===== src/rtl/cp0_reg.sv =====
// Coprocessor-0 register bank: Count/Compare/Status/Cause/EPC/PrId/Config,
// timer interrupt generation and precise-exception bookkeeping.
module cp0_reg #(
   parameter logic [31:0] PRID_VALUE   = 32'h0048_0102,
   parameter logic [31:0] CONFIG_VALUE = 32'h0000_8000,
   parameter logic [31:0] STATUS_RST   = 32'h1000_0000
) (
   input  logic        clk,
   input  logic        rst,
   input  logic        we_i,
   input  logic [4:0]  waddr_i,
   input  logic [31:0] data_i,
   input  logic [4:0]  raddr_i,
   input  logic [5:0]  int_i,
   input  logic [31:0] excepttype_i,
   input  logic [31:0] current_inst_addr_i,
   input  logic        is_in_delayslot_i,
   output logic [31:0] data_o,
   output logic [31:0] count_o,
   output logic [31:0] compare_o,
   output logic [31:0] status_o,
   output logic [31:0] cause_o,
   output logic [31:0] epc_o,
   output logic [31:0] config_o,
   output logic [31:0] prid_o,
   output logic        timer_int_o
);

   localparam logic [4:0] REG_COUNT   = 5'd9;
   localparam logic [4:0] REG_COMPARE = 5'd11;
   localparam logic [4:0] REG_STATUS  = 5'd12;
   localparam logic [4:0] REG_CAUSE   = 5'd13;
   localparam logic [4:0] REG_EPC     = 5'd14;
   localparam logic [4:0] REG_PRID    = 5'd15;
   localparam logic [4:0] REG_CONFIG  = 5'd16;

   // Cause bits software may write: IV, WP, IP[1:0].
   localparam logic [31:0] CAUSE_WMASK = 32'h00C0_0300;

   logic [31:0] count_q, count_d;
   logic [31:0] compare_q, compare_d;
   logic [31:0] status_q, status_d;
   logic [31:0] cause_q, cause_d;
   logic [31:0] epc_q, epc_d;
   logic        timer_int_q, timer_int_d;

   logic        wr_count, wr_compare, wr_status, wr_cause, wr_epc;
   logic        exc_take;
   logic        exc_eret;
   logic [4:0]  exc_code;

   always_comb begin
      wr_count   = we_i && (waddr_i == REG_COUNT);
      wr_compare = we_i && (waddr_i == REG_COMPARE);
      wr_status  = we_i && (waddr_i == REG_STATUS);
      wr_cause   = we_i && (waddr_i == REG_CAUSE);
      wr_epc     = we_i && (waddr_i == REG_EPC);

      exc_take = 1'b0;
      exc_eret = 1'b0;
      exc_code = 5'd0;
      case (excepttype_i)
         32'h0000_0001: begin exc_take = 1'b1; exc_code = 5'h00; end
         32'h0000_0008: begin exc_take = 1'b1; exc_code = 5'h08; end
         32'h0000_000a: begin exc_take = 1'b1; exc_code = 5'h0a; end
         32'h0000_000c: begin exc_take = 1'b1; exc_code = 5'h0c; end
         32'h0000_000d: begin exc_take = 1'b1; exc_code = 5'h0d; end
         32'h0000_000e: exc_eret = 1'b1;
         default: ;
      endcase
   end

   always_comb begin
      count_d     = wr_count ? data_i : count_q + 32'd1;
      compare_d   = wr_compare ? data_i : compare_q;
      status_d    = wr_status ? data_i : status_q;
      epc_d       = wr_epc ? data_i : epc_q;
      cause_d     = wr_cause ? ((cause_q & ~CAUSE_WMASK) | (data_i & CAUSE_WMASK)) : cause_q;
      cause_d[15:10] = int_i;

      // A Compare write acknowledges the timer even if a match happens this cycle.
      if (wr_compare)
         timer_int_d = 1'b0;
      else if ((compare_q != 32'd0) && (count_q == compare_q))
         timer_int_d = 1'b1;
      else
         timer_int_d = timer_int_q;

      // Exception bookkeeping is applied after software writes so it wins on shared bits.
      if (exc_take) begin
         if (!status_q[1]) begin
            epc_d      = is_in_delayslot_i ? current_inst_addr_i - 32'd4 : current_inst_addr_i;
            cause_d[31] = is_in_delayslot_i;
         end
         status_d[1]  = 1'b1;
         cause_d[6:2] = exc_code;
      end else if (exc_eret) begin
         status_d[1] = 1'b0;
      end
   end

   always_ff @(posedge clk) begin
      if (rst) begin
         count_q     <= 32'd0;
         compare_q   <= 32'd0;
         status_q    <= STATUS_RST;
         cause_q     <= 32'd0;
         epc_q       <= 32'd0;
         timer_int_q <= 1'b0;
      end else begin
         count_q     <= count_d;
         compare_q   <= compare_d;
         status_q    <= status_d;
         cause_q     <= cause_d;
         epc_q       <= epc_d;
         timer_int_q <= timer_int_d;
      end
   end

   // Read port shows committed state only; same-cycle writes are not bypassed.
   always_comb begin
      data_o = 32'd0;
      if (!rst) begin
         case (raddr_i)
            REG_COUNT:   data_o = count_q;
            REG_COMPARE: data_o = compare_q;
            REG_STATUS:  data_o = status_q;
            REG_CAUSE:   data_o = cause_q;
            REG_EPC:     data_o = epc_q;
            REG_PRID:    data_o = PRID_VALUE;
            REG_CONFIG:  data_o = CONFIG_VALUE;
            default:     data_o = 32'd0;
         endcase
      end
   end

   assign count_o     = count_q;
   assign compare_o   = compare_q;
   assign status_o    = status_q;
   assign cause_o     = cause_q;
   assign epc_o       = epc_q;
   assign config_o    = CONFIG_VALUE;
   assign prid_o      = PRID_VALUE;
   assign timer_int_o = timer_int_q;

endmodule


===== config.mk =====
export PLATFORM = sky130hd
export DESIGN_NAME = cp0_reg
export DESIGN_NICKNAME = d
export VERILOG_FILES = /design/src/rtl/cp0_reg.sv
export SDC_FILE = /design/constraint.sdc
export NUM_CORES = 1
export LEC_CHECK = 0
export BUFFER_PORTS_ARGS = -buffer_cell sky130_fd_sc_hd__buf_2
export CAP_MARGIN = 0
export CORE_ASPECT_RATIO = 1.2
export CORE_MARGIN = 10
export CORE_UTILIZATION = 48
export DETAILED_ROUTE_END_ITERATION = 10
export PLACE_DENSITY = 0.8
export SYNTH_ARGS = -nofsm -noshare
export SYNTH_HDL_FRONTEND = slang
export SYNTH_SLANG_ARGS = --single-unit

===== constraint.sdc =====
create_clock -name clk -period 3.1 [get_ports clk]
set_input_delay 0.465 -clock clk [delete_from_list [all_inputs] [get_ports clk]]
set_output_delay 0.465 -clock clk [all_outputs]
set_load 0.005 [all_outputs]

==> metrics.yaml, run 1 <==
detailed_routing:
  vias: 9299
  route.detailed.vias_per_inst: 5.76
  remaining_drc_errors: 0
  ant_nets: 0
  wl_mm: 35.8
  first_iter_violations: 1004
  first_pass_iters: 6
  wl_per_cell_um: 22.2
synth:
  synth_top_area_share_pct: 32.5
  synth_mux_area_share_pct: 7.07
  syn-cell-area_sq_mm: 0.00886
  synth_top_family_by_area: "simple AND/OR/NAND/NOR gates"
  yosys.area_share.adder_pct: 0.282
  seq_area_frac_synth_pct: 32.5
  synth_area_leaders: "dfxtp_1 (33%), nand2_1 (7.5%), a211oi_1 (6.9%)"
  synthFlopType: "dfxtp_1"
  synth_cells: 1116
  synth-xor-area-share_pct: 8.80
  synth-seq-cells: 144
  synth.most_common_cell: "nand2_1"
  synth_edf_count: 0
  synth_cell_types: 54
  yosys.area.top_type: "dfxtp_1"
  ys_async_sr_fraction_pct: 0
  synth_compound_area_share_pct: 16.7
  yosys-top-cells-count: "nand2_1 (176), dfxtp_1 (144), a21oi_1 (89)"
  synth_area_per_cell_sq_um: 7.94
  ys_warn_count: 0
  synth-simple-area-share_pct: 24.0
timing:
  min_period_ns: 2.69
  period_share_pct: 86.9
  hold_violations: 0
  max_slew_margin_pct: 41.1
  layout_setup_ws_ns: 0.406
  drv_slew: 0
  max_freq_mhz: 371
  clock_skew_ns: 0.00549
  final.setup.tns_ns: 0
  rsz0062_at_grt: "false"
  worst_pin_slew_ns: 0.883
  setup_viol: 0
critical_path:
  worstPathRequired_ns: 2.63
  crit_top_cell: "buf_2"
  crit_slowest_cell: "or4b_1"
  critPathLaunchType: "primary input"
  worst_path_largest_cell_delay_ns: 0.52
  critPathArrivalTime_ns: 2.23
  worstPathMaxFanout: 13
  crit_chain: "buf_2 > or4b_1 > o21ai_0 > nand2b_1 > buf_4 > a21oi_1 > buf_2"
  cp-end-kind: "output pin"
  worstSetupPathType: "in2out"
floorplan:
  die_w_um: 144
  chipHeight_um: 169
  rows: 54
  core_sq_mm: 0.0182
  ios: 373
  dieArea_sq_mm: 0.0243
  start_util_pct: 48.8
cells_and_area:
  synthToLayoutAreaGrowth_pct: 22.6
  fillCellCount: 1688
  regArea_sq_mm: 0.00288
  multi_input_area_sq_mm: 0.00536
  final_layout_size_suffix_gt1_share_pct: 28.6
  nets: 1491
global_route:
  grt_pass1_wl_mm: 52.8
  overflow: 0
  antenna_found_initial: 5
  grt_max_degree: 80
  grt_pass1_vias: 8993
  grt_use_total_pct: 28.0
cts:
  cts_buffers: 17
  post_cts_resized: 0
  postCtsSetupBuffers: 0
  cts_root_buf: "clkbuf_16"
  path_clk_slew_ns: 0.06
  postCtsHoldBufs: 0
  cts.sinks: 144
  cts_tree: "yes"
  clockBufferDepth: 2
  htree_levels: 4
  clk_latency_ns: 0.43
placement:
  dpl.hpwl_mm: 28.2
  io_buffers: 291
  gp_congestion: 0.961
  pre_cts_slack_ns: 0.490
min_path:
  min_path_type: "in2reg"
power:
  cellPowerDensity_mw_per_mm2: 422
  p_total_uw: 4590
  power_leakage_uw: 0.00450
  ir_drop_uv: 419
run_status:
  status: "finished clean"
flow_run:
  drv_cap: 0
## layout by cell type (no fill, tap or decap), types with 17 or more instances in the layout
master,instances
a21oi_1,89
nand4_1,27
o21ai_0,20
xor2_1,26
buf_4,25
mux2_2,29
nor2b_1,33
a22oi_1,27
clkbuf_16,17
a211oi_1,81
nand2_1,176
dfxtp_1,144
conb_1,81
buf_2,290
nand3_1,18
mux2i_1,30
xnor2_1,63
nor4_1,25
nor2_1,74
## power by group
part	internal, uW	leakage [uW]	switching, uW	total, uW
sequential	1870	0.00116	32.7	1910
clock	1440	0.000311	803	2250
combinational	163	0.00303	272	435
total	3480	0.00450	1110	4590
## state kept, by name (all words and copies together) (netlist names)
| signal | cells |
|---|---|
| count_o | 32 |
| compare_o | 32 |
| timer_int_o | 1 |
| cause_o | 15 |
| status_o | 32 |
| epc_o | 32 |
## final timing paths
check	from	end	slack, ns	depth (start not counted)
worst min register to register	status_o[8]	status_o[8]	0.47	2
worst max register to register	count_o[2]	count_o[31]	0.68	5
worst min-delay path	int_i[2]	cause_o[12]	0.24	2
worst max-delay path	raddr_i[1]	data_o[0]	0.41	7
## kinds of logic after synthesis
family / Yosys count
buf+inv: 163
mux: 59
fa+ha+maj: 2
other cells: 2
flops: 144
simple gates: 426
xor+xnor: 89
compound gates: 231
## worst max-delay path, delay by kind of cell
family | cells | cell delay [ns]
AND/OR/NAND/NOR | 2 | 0.76
AO/OA/AOI/OAI | 2 | 0.40
buffers and inverters | 3 | 0.59
## metrics by stage
stage          std cells  util (%)  area, sq um  hold slack [ns]
6_report            1614      59.8        10900            0.245
5_1_grt             1612      59.8        10900            0.254
4_1_cts             1610      59.7        10900            0.242
3_3_place_gp        1578      56.2        10200            0.452
2_1_floorplan       1195         -         9160            0.463
3_5_place_dp        1578      56.2        10200            0.459
## final cells by class
class	count	area share [%]
sequential	144	26.5
inverter	5	0.173
clock inverter	11	1.72
multi-input combinational	888	49.3
tap	224	2.58
timing repair buffer	317	15.5
antenna	4	0.0921
clock buffer	21	4.15
## routing by layer
metal / part of all wire [%] / GRT usage, % / routed length, um / vias to the layer above
met5: 0.020 / 0 / 7 / -
met4: 3.4 / 12.0 / 1210 / 2
met3: 8.9 / 6.44 / 3180 / 73
met2: 48 / 46.2 / 17400 / 480
met1: 39 / 33.8 / 14100 / 4441
li1: - / - / - / 4303
(Power assumes the default switching activity.)
==> run 2, diff against run 1 <==
--- a/config.mk
+++ b/config.mk
@@ -7,11 +7,13 @@
 export LEC_CHECK = 0
 export BUFFER_PORTS_ARGS = -buffer_cell sky130_fd_sc_hd__buf_2
 export CAP_MARGIN = 0
+export CELL_PAD_IN_SITES_DETAIL_PLACEMENT = 0
+export CELL_PAD_IN_SITES_GLOBAL_PLACEMENT = 1
 export CORE_ASPECT_RATIO = 1.2
 export CORE_MARGIN = 10
-export CORE_UTILIZATION = 48
+export CORE_UTILIZATION = 37
 export DETAILED_ROUTE_END_ITERATION = 10
-export PLACE_DENSITY = 0.8
+export PLACE_DENSITY_LB_ADDON = 0.1
 export SYNTH_ARGS = -nofsm -noshare
 export SYNTH_HDL_FRONTEND = slang
 export SYNTH_SLANG_ARGS = --single-unit
==> metrics.yaml, run 2 (synthesis results as in run 1) <==
cts:
  path_clk_slew_ns: 0.06  # about the same
  cts.sinks: 144  # unchanged
  cts_root_buf: "clkbuf_16"  # unchanged
  cts_tree: "yes"  # unchanged
  postCtsSetupBuffers: 0  # unchanged
  htree_levels: 4  # unchanged
  post_cts_resized: 0  # unchanged
  clockBufferDepth: 2  # unchanged
  clk_latency_ns: 0.43  # about the same
  postCtsHoldBufs: 0  # unchanged
  cts_buffers: 17  # unchanged
min_path:
  min_path_type: "in2reg"  # unchanged
  worstHoldStart: "int_i[0]"  # was int_i[2]
critical_path:
  worstPathRequired_ns: 2.63  # about the same
  critPathArrivalTime_ns: 2.21  # was 2.23 ns
  crit_slowest_cell: "nor2b_1"  # was or4b_1
  worstSetupPathType: "in2out"  # unchanged
  cp-end-kind: "output pin"  # unchanged
  critPathTopFamily: "simple AND/OR/NAND/NOR gates"  # unchanged
  crit_chain: "buf_2 > nor2b_1 > and2_1 > buf_4 > and3b_1 > buf_4 > nand2_1 > a21oi_1 > buf_2"  # was buf_2 > or4b_1 > o21ai_0 > nand2b_1 > buf_4 > a21oi_1 > buf_2
  crit_buf_inv: 4  # was 3
  critPathLaunchType: "primary input"  # unchanged
  r2r_start: "count_o[0]"  # was count_o[2]
  worst_path_largest_cell_delay_ns: 0.27  # was 0.52 ns
  startpoint: "raddr_i[3]"  # was raddr_i[1]
  worstPathMaxFanout: 16  # was 13
power:
  ir_drop_uv: 263  # was 419 uV
  p_total_uw: 4460  # was 4590 uW
  cellPowerDensity_mw_per_mm2: 407  # was 422 mW/mm^2
  power_leakage_uw: 0.00449  # was 0.00450 uW
detailed_routing:
  remaining_drc_errors: 0  # unchanged
  wl_per_cell_um: 21.9  # was 22.2 um
  wl_mm: 37.5  # was 35.8 mm
  first_iter_violations: 540  # was 1004
  route.detailed.vias_per_inst: 5.15  # was 5.76
  vias: 8814  # was 9299
  first_pass_iters: 5  # was 6
  ant_nets: 0  # unchanged
global_route:
  grt_use_total_pct: 23.6  # was 28.0%
  grt_pass1_vias: 8879  # was 8993
  overflow: 0  # unchanged
  grt_pass1_wl_mm: 55.9  # was 52.8 mm
  grt_max_degree: 83  # was 80
  antenna_found_initial: 3  # was 5
timing:
  worst_pin_slew_ns: 0.938  # was 0.883 ns
  setup_viol: 0  # unchanged
  max_slew_margin_pct: 37.5  # was 41.1%
  min_period_ns: 2.68  # was 2.69 ns
  period_share_pct: 86.4  # was 86.9%
  rsz0062_at_grt: "false"  # unchanged
  drv_slew: 0  # unchanged
  final.setup.tns_ns: 0  # unchanged
  clock_skew_ns: 0.0102  # was 0.00549 ns
  hold_violations: 0  # unchanged
  max_freq_mhz: 373  # was 371 MHz
floorplan:
  chipHeight_um: 190  # was 169 um
  rows: 62  # was 54
  dieArea_sq_mm: 0.0306  # was 0.0243 sq mm
  start_util_pct: 37.3  # was 48.8%
  core_sq_mm: 0.0237  # was 0.0182 sq mm
  ios: 373  # unchanged
  die_w_um: 161  # was 144 um
flow_run:
  drv_cap: 0  # unchanged
run_status:
  status: "finished clean"  # unchanged
cells_and_area:
  layout_commonest_cell: "buf_2"  # unchanged
  stdcell_count: 1712  # was 1614
  final_cell_mix: "buf_2 (290), nand2_1 (176), dfxtp_1 (144)"  # unchanged
  nets: 1493  # was 1491
  final_layout_size_suffix_gt1_share_pct: 28.6  # about the same
  synthToLayoutAreaGrowth_pct: 23.7  # was 22.6%
placement:
  dpl.cell_count: 1676  # was 1578
  dpl.hpwl_mm: 29.6  # was 28.2 mm
  gp_congestion: 0.937  # was 0.961
  io_buffers: 291  # unchanged
run 2: cell types whose count changed in the layout (fill, tap and decap cells not counted):
cell        delta
clkinvlp_4     +1
buf_4          +1
inv_6          +1
buf_12         +1
clkbuf_1       +2
bufinv_16      -2
clkinv_2       -2
run 2: final cells by class:
type / instances / area (sq um)
Multi-Input combinational cell: 888 / 5360
Antenna cell: 4 / 10.0
Clock inverter: 9 / 133
Fill cell: 2483 / 12800
Clock buffer: 23 / 458
Inverter: 5 / 18.8
Tap cell: 320 / 400
Timing Repair Buffer: 319 / 1710
Sequential cell: 144 / 2880
run 2: path summary, 6_finish.rpt:
check / slack [ns] / cells past startpoint / endpoint
worst min-delay path: 0.25 / 2 / cause_o[10]
worst max register to register: 0.95 / 7 / count_o[30]
worst max-delay path: 0.42 / 9 / data_o[17]
worst min register to register: 0.47 / 2 / status_o[15]
run 2: through the flow:
step	hold WS [ns]	cell area [sq um]	utilization, %	setup WS (ns)
final	0.248	11000	46.2	0.422
after global routing	0.238	11000	46.2	0.241
after CTS	0.233	11000	46.2	0.449
after detailed placement	0.460	10400	43.7	0.461
after global placement	0.454	10400	43.7	0.467
after floorplan	0.463	9160	-	0.635
run 2: power by group:
group / internal [uW] / total, uW / switching [uW]
Combinational: 163 / 436 / 273
Clock: 1290 / 2120 / 828
Sequential: 1870 / 1910 / 34.4
Total: 3330 / 4460 / 1140
run 2: metal layers:
metal | track usage [%] | part of all wire [%] | wire length (um) | vias up
li1 | - | - | - | 4303
met1 | 29.7 | 43 | 16000 | 4140
met2 | 39.0 | 49 | 18300 | 345
met3 | 6.16 | 7.2 | 2710 | 26
met4 | 6.24 | 1.3 | 500 | 0
met5 | 0 | 0 | 0 | -
==> run 3, diff against run 2 <==
--- a/config.mk
+++ b/config.mk
@@ -9,7 +9,7 @@
 export CAP_MARGIN = 0
 export CELL_PAD_IN_SITES_DETAIL_PLACEMENT = 0
 export CELL_PAD_IN_SITES_GLOBAL_PLACEMENT = 1
-export CORE_ASPECT_RATIO = 1.2
+export CORE_ASPECT_RATIO = 1.4
 export CORE_MARGIN = 10
 export CORE_UTILIZATION = 37
 export DETAILED_ROUTE_END_ITERATION = 10
==> metrics.yaml, run 3 (synthesis results as in run 1) <==
timing:
  max_freq_mhz: 396  # was 373 MHz
  setup_viol: 0  # unchanged
  max_slew_margin_pct: 53.7  # was 37.5%
  worst_pin_slew_ns: 0.694  # was 0.938 ns
  timing.hold.ws_ns: 0.248  # unchanged
  rsz0062_at_grt: "false"  # unchanged
  drv_slew: 0  # unchanged
  period_share_pct: 81.5  # was 86.4%
  hold_violations: 0  # unchanged
  final.setup.tns_ns: 0  # unchanged
  clock_skew_ns: 0.00822  # was 0.0102 ns
  layout_setup_ws_ns: 0.574  # was 0.422 ns
  min_period_ns: 2.53  # was 2.68 ns
global_route:
  grt_max_degree: 145  # was 83
  antenna_found_initial: 4  # was 3
  grt_pass1_wl_mm: 55.6  # was 55.9 mm
  grt_use_total_pct: 23.8  # was 23.6%
  grt_pass1_vias: 8887  # was 8879
  overflow: 0  # unchanged
critical_path:
  crit_buf_inv: 3  # was 4
  critPathLaunchType: "primary input"  # unchanged
  worst_path_largest_cell_delay_ns: 0.52  # was 0.27 ns
  crit_slowest_cell: "a221oi_1"  # was nor2b_1
  worstSetupPathType: "in2out"  # unchanged
  cp-end-kind: "output pin"  # unchanged
  worstPathRequired_ns: 2.63  # about the same
  critPathArrivalTime_ns: 2.06  # was 2.21 ns
  worstPathMaxFanout: 17  # was 16
  crit_top_cell: "buf_2"
  crit_chain: "buf_2 > nor2b_1 > and2_1 > nor3b_2 > buf_4 > a221oi_1 > nor2_1 > buf_2"  # was buf_2 > nor2b_1 > and2_1 > buf_4 > and3b_1 > buf_4 > nand2_1 > a21oi_1 > buf_2
  critPathTopFamily: "simple AND/OR/NAND/NOR gates"  # unchanged
cts:
  clk_latency_ns: 0.43  # about the same
  cts_buffers: 17  # unchanged
  cts.sinks: 144  # unchanged
  clockBufferDepth: 2  # unchanged
  post_cts_resized: 0  # unchanged
  cts_tree: "yes"  # unchanged
  path_clk_slew_ns: 0.06  # about the same
  htree_levels: 4  # unchanged
  postCtsHoldBufs: 0  # unchanged
  postCtsSetupBuffers: 0  # unchanged
  cts_root_buf: "clkbuf_16"  # unchanged
floorplan:
  dieArea_sq_mm: 0.0306  # about the same
  chipHeight_um: 203  # was 190 um
  die_w_um: 151  # was 161 um
  rows: 67  # was 62
  start_util_pct: 37.2  # was 37.3%
  ios: 373  # unchanged
  core_sq_mm: 0.0238  # was 0.0237 sq mm
run_status:
  status: "finished clean"  # unchanged
placement:
  pre_cts_slack_ns: 0.480  # was 0.461 ns
  dpl.hpwl_mm: 30.0  # was 29.6 mm
  io_buffers: 291  # unchanged
  gp_congestion: 0.882  # was 0.937
power:
  power_leakage_uw: 0.00447  # was 0.00449 uW
  cellPowerDensity_mw_per_mm2: 395  # was 407 mW/mm^2
  p_total_uw: 4320  # was 4460 uW
  ir_drop_uv: 348  # was 263 uV
detailed_routing:
  vias: 8958  # was 8814
  wl_per_cell_um: 22.5  # was 21.9 um
  ant_nets: 0  # unchanged
  route.detailed.vias_per_inst: 5.27  # was 5.15
  remaining_drc_errors: 0  # unchanged
  first_iter_violations: 677  # was 540
  wl_mm: 38.2  # was 37.5 mm
  first_pass_iters: 5  # unchanged
cells_and_area:
  nets: 1489  # was 1493
  final_cell_mix: "buf_2 (290), nand2_1 (176), dfxtp_1 (144)"  # unchanged
  synthToLayoutAreaGrowth_pct: 23.2  # was 23.7%
  final_layout_size_suffix_gt1_share_pct: 28.7  # was 28.6%
  layout_commonest_cell: "buf_2"  # unchanged
flow_run:
  drv_cap: 0  # unchanged
min_path:
  min_path_type: "in2reg"  # unchanged
run 3: area by class of cell:
| class | instances | area, sq um |
|---|---|---|
| Fill cell | 2466 | 12900 |
| Multi-Input combinational cell | 888 | 5360 |
| Sequential cell | 144 | 2880 |
| Timing Repair Buffer | 315 | 1700 |
| Clock buffer | 21 | 470 |
| Tap cell | 310 | 388 |
| Clock inverter | 11 | 88.8 |
| Inverter | 5 | 18.8 |
| Antenna cell | 5 | 12.5 |
run 3: worst paths after layout:
path	cells past startpoint	slack, ns	to	startpoint
min	2	0.25	cause_o[10]	int_i[0]
max	8	0.57	data_o[1]	raddr_i[3]
min reg2reg	2	0.47	status_o[23]	status_o[23]
max reg2reg	5	0.93	count_o[13]	count_o[2]
run 3: metrics by stage:
stage                     instances  util (%)  instance area, sq um
after floorplan                1195         -                  9160
after detailed placement       1662      43.5                 10300
after global routing           1695      45.8                 10900
after global placement         1662      43.5                 10300
after CTS                      1694      45.8                 10900
final                          1699      45.9                 10900
run 3: per-layer routing:
layer	routed length, um	up-vias	track usage [%]	part of all wire, %
met4	888	0	7.96	2.3
met2	19200	382	40.8	50
met3	2770	43	5.35	7.2
li1	-	4293	-	-
met1	15300	4240	28.5	40
met5	0	-	0	0
run 3: power by group:
group,total [uW],switching [uW],internal [uW]
sequential,1910,34.9,1870
combinational,441,276,165
clock,1970,809,1160
